## src/rtl/divider_seq.sv

```systemverilog
// Sequential restoring divider: one quotient bit per clock, valid/ready in and out.
// Define DIVIDER_SIGNED_EN for two's complement truncating division (default: unsigned).
module divider_seq #(
  parameter int WIDTH = 16,
  parameter int CNT_W = $clog2(WIDTH) + 1
) (
  input  logic             clk,
  input  logic             rst_n,
  input  logic             in_valid,
  output logic             in_ready,
  input  logic [WIDTH-1:0] a,
  input  logic [WIDTH-1:0] b,
  output logic             out_valid,
  input  logic             out_ready,
  output logic [WIDTH-1:0] y,
  output logic [WIDTH-1:0] remainder,
  output logic             div_by_zero,
  output logic             busy
);

  typedef enum logic [1:0] {IDLE, CALC, DONE} state_t;

  state_t               r_state;
  logic [2*WIDTH-1:0]   r_work;
  logic [WIDTH-1:0]     r_div;
  logic [WIDTH-1:0]     r_quot;
  logic [WIDTH-1:0]     r_aRaw;
  logic [CNT_W-1:0]     r_cnt;
  logic                 r_dbz;

  logic [WIDTH-1:0]     w_aMag;
  logic [WIDTH-1:0]     w_bMag;
  logic [2*WIDTH-1:0]   w_shift;
  logic [2*WIDTH-1:0]   w_workNext;
  logic [WIDTH-1:0]     w_upper;
  logic [WIDTH-1:0]     w_remRaw;
  logic [WIDTH-1:0]     w_quotNext;
  logic [WIDTH-1:0]     w_yFinal;
  logic [WIDTH-1:0]     w_remFinal;
  logic                 w_ge;
  logic                 w_accept;
  logic                 w_last;

  assign in_ready = (r_state == IDLE) || ((r_state == DONE) && out_ready);
  assign w_accept = in_valid && in_ready;
  assign w_last   = (r_cnt == CNT_W'(WIDTH - 1));

  // The partial remainder never exceeds the dividend prefix, so the shifted upper half fits in WIDTH bits.
  assign w_shift    = {r_work[2*WIDTH-2:0], 1'b0};
  assign w_upper    = w_shift[2*WIDTH-1:WIDTH];
  assign w_ge       = (w_upper >= r_div);
  assign w_workNext = w_ge ? {w_upper - r_div, w_shift[WIDTH-1:0]} : w_shift;
  assign w_quotNext = {r_quot[WIDTH-2:0], w_ge};
  assign w_remRaw   = w_workNext[2*WIDTH-1:WIDTH];

`ifdef DIVIDER_SIGNED_EN
  logic r_negQ;
  logic r_negR;

  assign w_aMag     = a[WIDTH-1] ? -a : a;
  assign w_bMag     = b[WIDTH-1] ? -b : b;
  assign w_yFinal   = r_negQ ? -w_quotNext : w_quotNext;
  assign w_remFinal = r_negR ? -w_remRaw : w_remRaw;
`else
  assign w_aMag     = a;
  assign w_bMag     = b;
  assign w_yFinal   = w_quotNext;
  assign w_remFinal = w_remRaw;
`endif

  always_ff @(posedge clk or negedge rst_n) begin
    if (!rst_n) begin
      r_state     <= IDLE;
      r_work      <= '0;
      r_div       <= '0;
      r_quot      <= '0;
      r_aRaw      <= '0;
      r_cnt       <= '0;
      r_dbz       <= 1'b0;
      out_valid   <= 1'b0;
      busy        <= 1'b0;
      y           <= '0;
      remainder   <= '0;
      div_by_zero <= 1'b0;
`ifdef DIVIDER_SIGNED_EN
      r_negQ      <= 1'b0;
      r_negR      <= 1'b0;
`endif
    end else begin
      case (r_state)
        IDLE: ;
        CALC: begin
          r_work <= w_workNext;
          r_quot <= w_quotNext;
          r_cnt  <= r_cnt + CNT_W'(1);
          if (w_last) begin
            y           <= r_dbz ? '1 : w_yFinal;
            remainder   <= r_dbz ? r_aRaw : w_remFinal;
            div_by_zero <= r_dbz;
            out_valid   <= 1'b1;
            busy        <= 1'b0;
            r_state     <= DONE;
          end
        end
        DONE: begin
          if (out_ready) begin
            out_valid <= 1'b0;
            r_state   <= IDLE;
          end
        end
        default: r_state <= IDLE;
      endcase

      // Accept overrides the DONE->IDLE handoff so back-to-back operations skip IDLE.
      if (w_accept) begin
        r_work  <= {{WIDTH{1'b0}}, w_aMag};
        r_div   <= w_bMag;
        r_quot  <= '0;
        r_cnt   <= '0;
        r_aRaw  <= a;
        r_dbz   <= (b == '0);
        busy    <= 1'b1;
        r_state <= CALC;
`ifdef DIVIDER_SIGNED_EN
        r_negQ  <= a[WIDTH-1] ^ b[WIDTH-1];
        r_negR  <= a[WIDTH-1];
`endif
      end
    end
  end

endmodule

```

## config.mk

```make
export PLATFORM = sky130hd
export DESIGN_NAME = divider_seq
export DESIGN_NICKNAME = d
export VERILOG_FILES = /design/src/rtl/divider_seq.sv
export SDC_FILE = /design/constraint.sdc
export NUM_CORES = 1
export LEC_CHECK = 0
export BUFFER_PORTS_ARGS = -buffer_cell sky130_fd_sc_hd__clkbuf_2
export CORE_MARGIN = 2
export CORE_UTILIZATION = 40
export DETAILED_ROUTE_END_ITERATION = 8
export MAX_ROUTING_LAYER = met4
export SYNTH_ARGS = -nofsm -noshare
export SYNTH_HDL_FRONTEND = slang
export SYNTH_SLANG_ARGS = --single-unit
```

## constraint.sdc

```tcl
create_clock -name clk -period 3.6 [get_ports clk]
set_input_delay 0.72 -clock clk [delete_from_list [all_inputs] [get_ports clk]]
set_output_delay 0.72 -clock clk [all_outputs]
set_load 0.01 [all_outputs]
```

==> run metrics <==
die width ~130 um; Port Buf Inserts between 70 and 80; setup_tns 0 ps; CTS H-Tree Depth 4; count leader, synth nand2_1; worst skew pair latency approximately 420 ps; Synth Area in Adders 0.0416; height of the die approximately 130 um; pwr dens around 1200 mW/mm^2; detailed-route via count 4790; sequential share of the synthesized area 0.514; CTS root buffer clkbuf_16; wire per inst ~17 um; Seq pwr share 0.296; first-pass GRT wire length around 25000 um; full die area ~0.016 mm^2; total iterations of the first detailed-routing run 6; count of state elements after synthesis 121; Clock Tree Buf Depth 2; clock share of power 0.235; routed vias/inst roughly 5.3; number of routed nets with antenna violations 0; r2r startpoint r_work[15]; GRT Total Usage 0.208; Setup crit end kind flop; nets@finish between 700 and 800; share of layout cells above drive strength 1 0.181; Pleak between 3 and 4 nW; clk slew on worst S/H paths approximately 60 ps; pin count of the biggest net entering global routing between 60 and 70; multiplexer share of the synthesized area 0.0442; Final Hold Viols 0; share of synthesized registers carrying an async set or reset 1.00; largest cells by area after synthesis dfrtp_1 (51%), nand2_1 (9.6%), o21ai_0 (7.5%); dpl hpwl roughly 11000 um; EDFF count, synth 0; routed wire length 15100 um; Worst-Margin Slew around 1100 ps; final clock skew between 7 and 8 ps; total gr overflow 0; RSZ-0062 raised after global routing no; drt initial violations around 270; synthesized area per cell 9.12 um^2; main flop type after synthesis dfrtp_1; Int Power about 4.8 mW; outcome finished, final reports clean; Initial Utilization 0.407; CTS tree done; Finished Cell Area ~0.0070 mm^2; Cell Area, Synth between 0.005 and 0.006 mm^2; cell accounting for the most synthesized area dfrtp_1; GPL Wtd Cong 0.905; Final Setup Violations 0; ant diodes 0; vias in the first global route 4751; core area around 0.014 mm^2; Synth Net Count 701; crit share post-route 0.767; R2R depth 10; CTS resizes 0; CTS sink count ~120; switching share of total power 0.414; fin util 0.486; Startpoint Class flop; initial antenna violation count 0; Post-CTS Hold Buffers 0; DRC 0; switching pwr roughly 3.4 mW; maxcap violations 0; Layout area overhead 19.6%; maximum vdd ir drop between 0.4 and 0.5 mV; dpl cell area roughly 0.0064 mm^2; Tmin final 2760 ps; Slew headroom 0.238; Yosys top cell area share 0.514; XOR/XNOR Fraction of Synth Area 0.0193; Gate Count Post-Synth about 650; WP data required between 3000 and 4000 ps; Critical Path Start r_work[15]; worst min-delay path class in -> async; Post-CTS Setup Inserts 0; Comb power frac 0.468; arrival time at the worst endpoint about 3000 ps; Synth Area in Compound Gates 0.165; Fin Hold WS 368 ps; critical path class reg -> reg; total CTS buffers 17; top post-synthesis cells by count nand2_1 (150), dfrtp_1 (121), o21ai_0 (88); Synthesis Warnings 0; Max Freq 0.362 GHz; Post-Synth Simple-Gate Area 0.172; worst-path fanout max 15; final slew viol count 0; Synth cell types 50; I/O pin cnt 72; row count 44; main combinational cell family by area after synthesis simple AND/OR/NAND/NOR gates
==> through the flow <==
| stage | power [mW] | setup WS [ps] | instances |
|---|---|---|---|
| floorplan | 5.19 | 1030 | 646 |
| global placement | 6.11 | 961 | 869 |
| detailed placement | 6.21 | 863 | 869 |
| CTS | 8.17 | 817 | 901 |
| global route | 8.77 | 632 | 901 |
| finish | 8.12 | 837 | 901 |
==> worst paths after layout <==
check                                     to  slack (ps)
worst max-delay path            remainder[5]         840
worst min-delay path               r_work[7]         370
worst max register to register  remainder[5]         840
worst min register to register         y[13]         460
max in group asynchronous         r_work[25]        2420
min in group clk                       y[13]         460
==> power by group through the flow <==
stage          Sequential [mW]  Combinational [mW]  Clock (mW)
2_1_floorplan             2.36                2.83           0
3_3_place_gp              2.41                3.69           0
3_5_place_dp              2.42                3.79           0
4_1_cts                   2.41                3.83        1.93
5_1_grt                   2.48                4.28        2.01
6_report                  2.41                3.80        1.91
==> sequential cells by signal, indices dropped and copies added (netlist names) <==
| signal | cells |
|---|---|
| r_state | 2 |
| busy | 1 |
| y | 16 |
| r_dbz | 1 |
| r_quot | 15 |
| r_div | 16 |
| out_valid | 1 |
| div_by_zero | 1 |
| r_aRaw | 16 |
| r_cnt | 5 |
| remainder | 16 |
| r_work | 31 |
==> cell type report <==
class | count | area (um^2)
timing repair buffer | 80 | 438
clock buffer | 19 | 443
tap | 184 | 230
multi-input combinational | 463 | 2610
inverter | 21 | 78.8
sequential | 121 | 3030
fill | 1346 | 7440
clock inverter | 13 | 213
==> routing by layer <==
metal | up-vias | routed length (um) | global-route usage
li1 | 2335 | - | -
met1 | 2320 | 7110 | 0.281
met2 | 116 | 6990 | 0.308
met3 | 19 | 739 | 0.0556
met4 | 0 | 227 | 0.0660
met5 | - | 0 | -
==> kinds of logic after synthesis <==
kind of cell	after synthesis
AOI/OAI and AO/OA	170
xor gates and xnor gates	13
adders and majority gates	19
buffers and inverters	62
DFF	121
muxes	25
and+or+nand+nor	236
==> critical path: stages (launching register included) <==
cell	delay (ps)
dfrtp_1	320
inv_1	70
ha_1	230
fa_1	400
nand2b_1	190
a211oi_2	280
o21ai_2	130
a211o_1	350
and2_4	260
mux2i_1	270
o22ai_1	120
==> layout by cell type (no fill, tap or decap), types with 6 or more instances in the layout <==
cell       count
inv_1         21
clkbuf_16     17
o21ai_0       88
xor2_1         8
nor2_1        26
a21oi_1       36
nand3_1       23
dfrtp_1      121
ha_1          18
a21o_1         7
mux2i_1       23
buf_4          9
clkbuf_2      70
o22ai_1        8
nor4_1         6
nand2_1      150
Note: power is estimated with default switching activity, not from simulation.
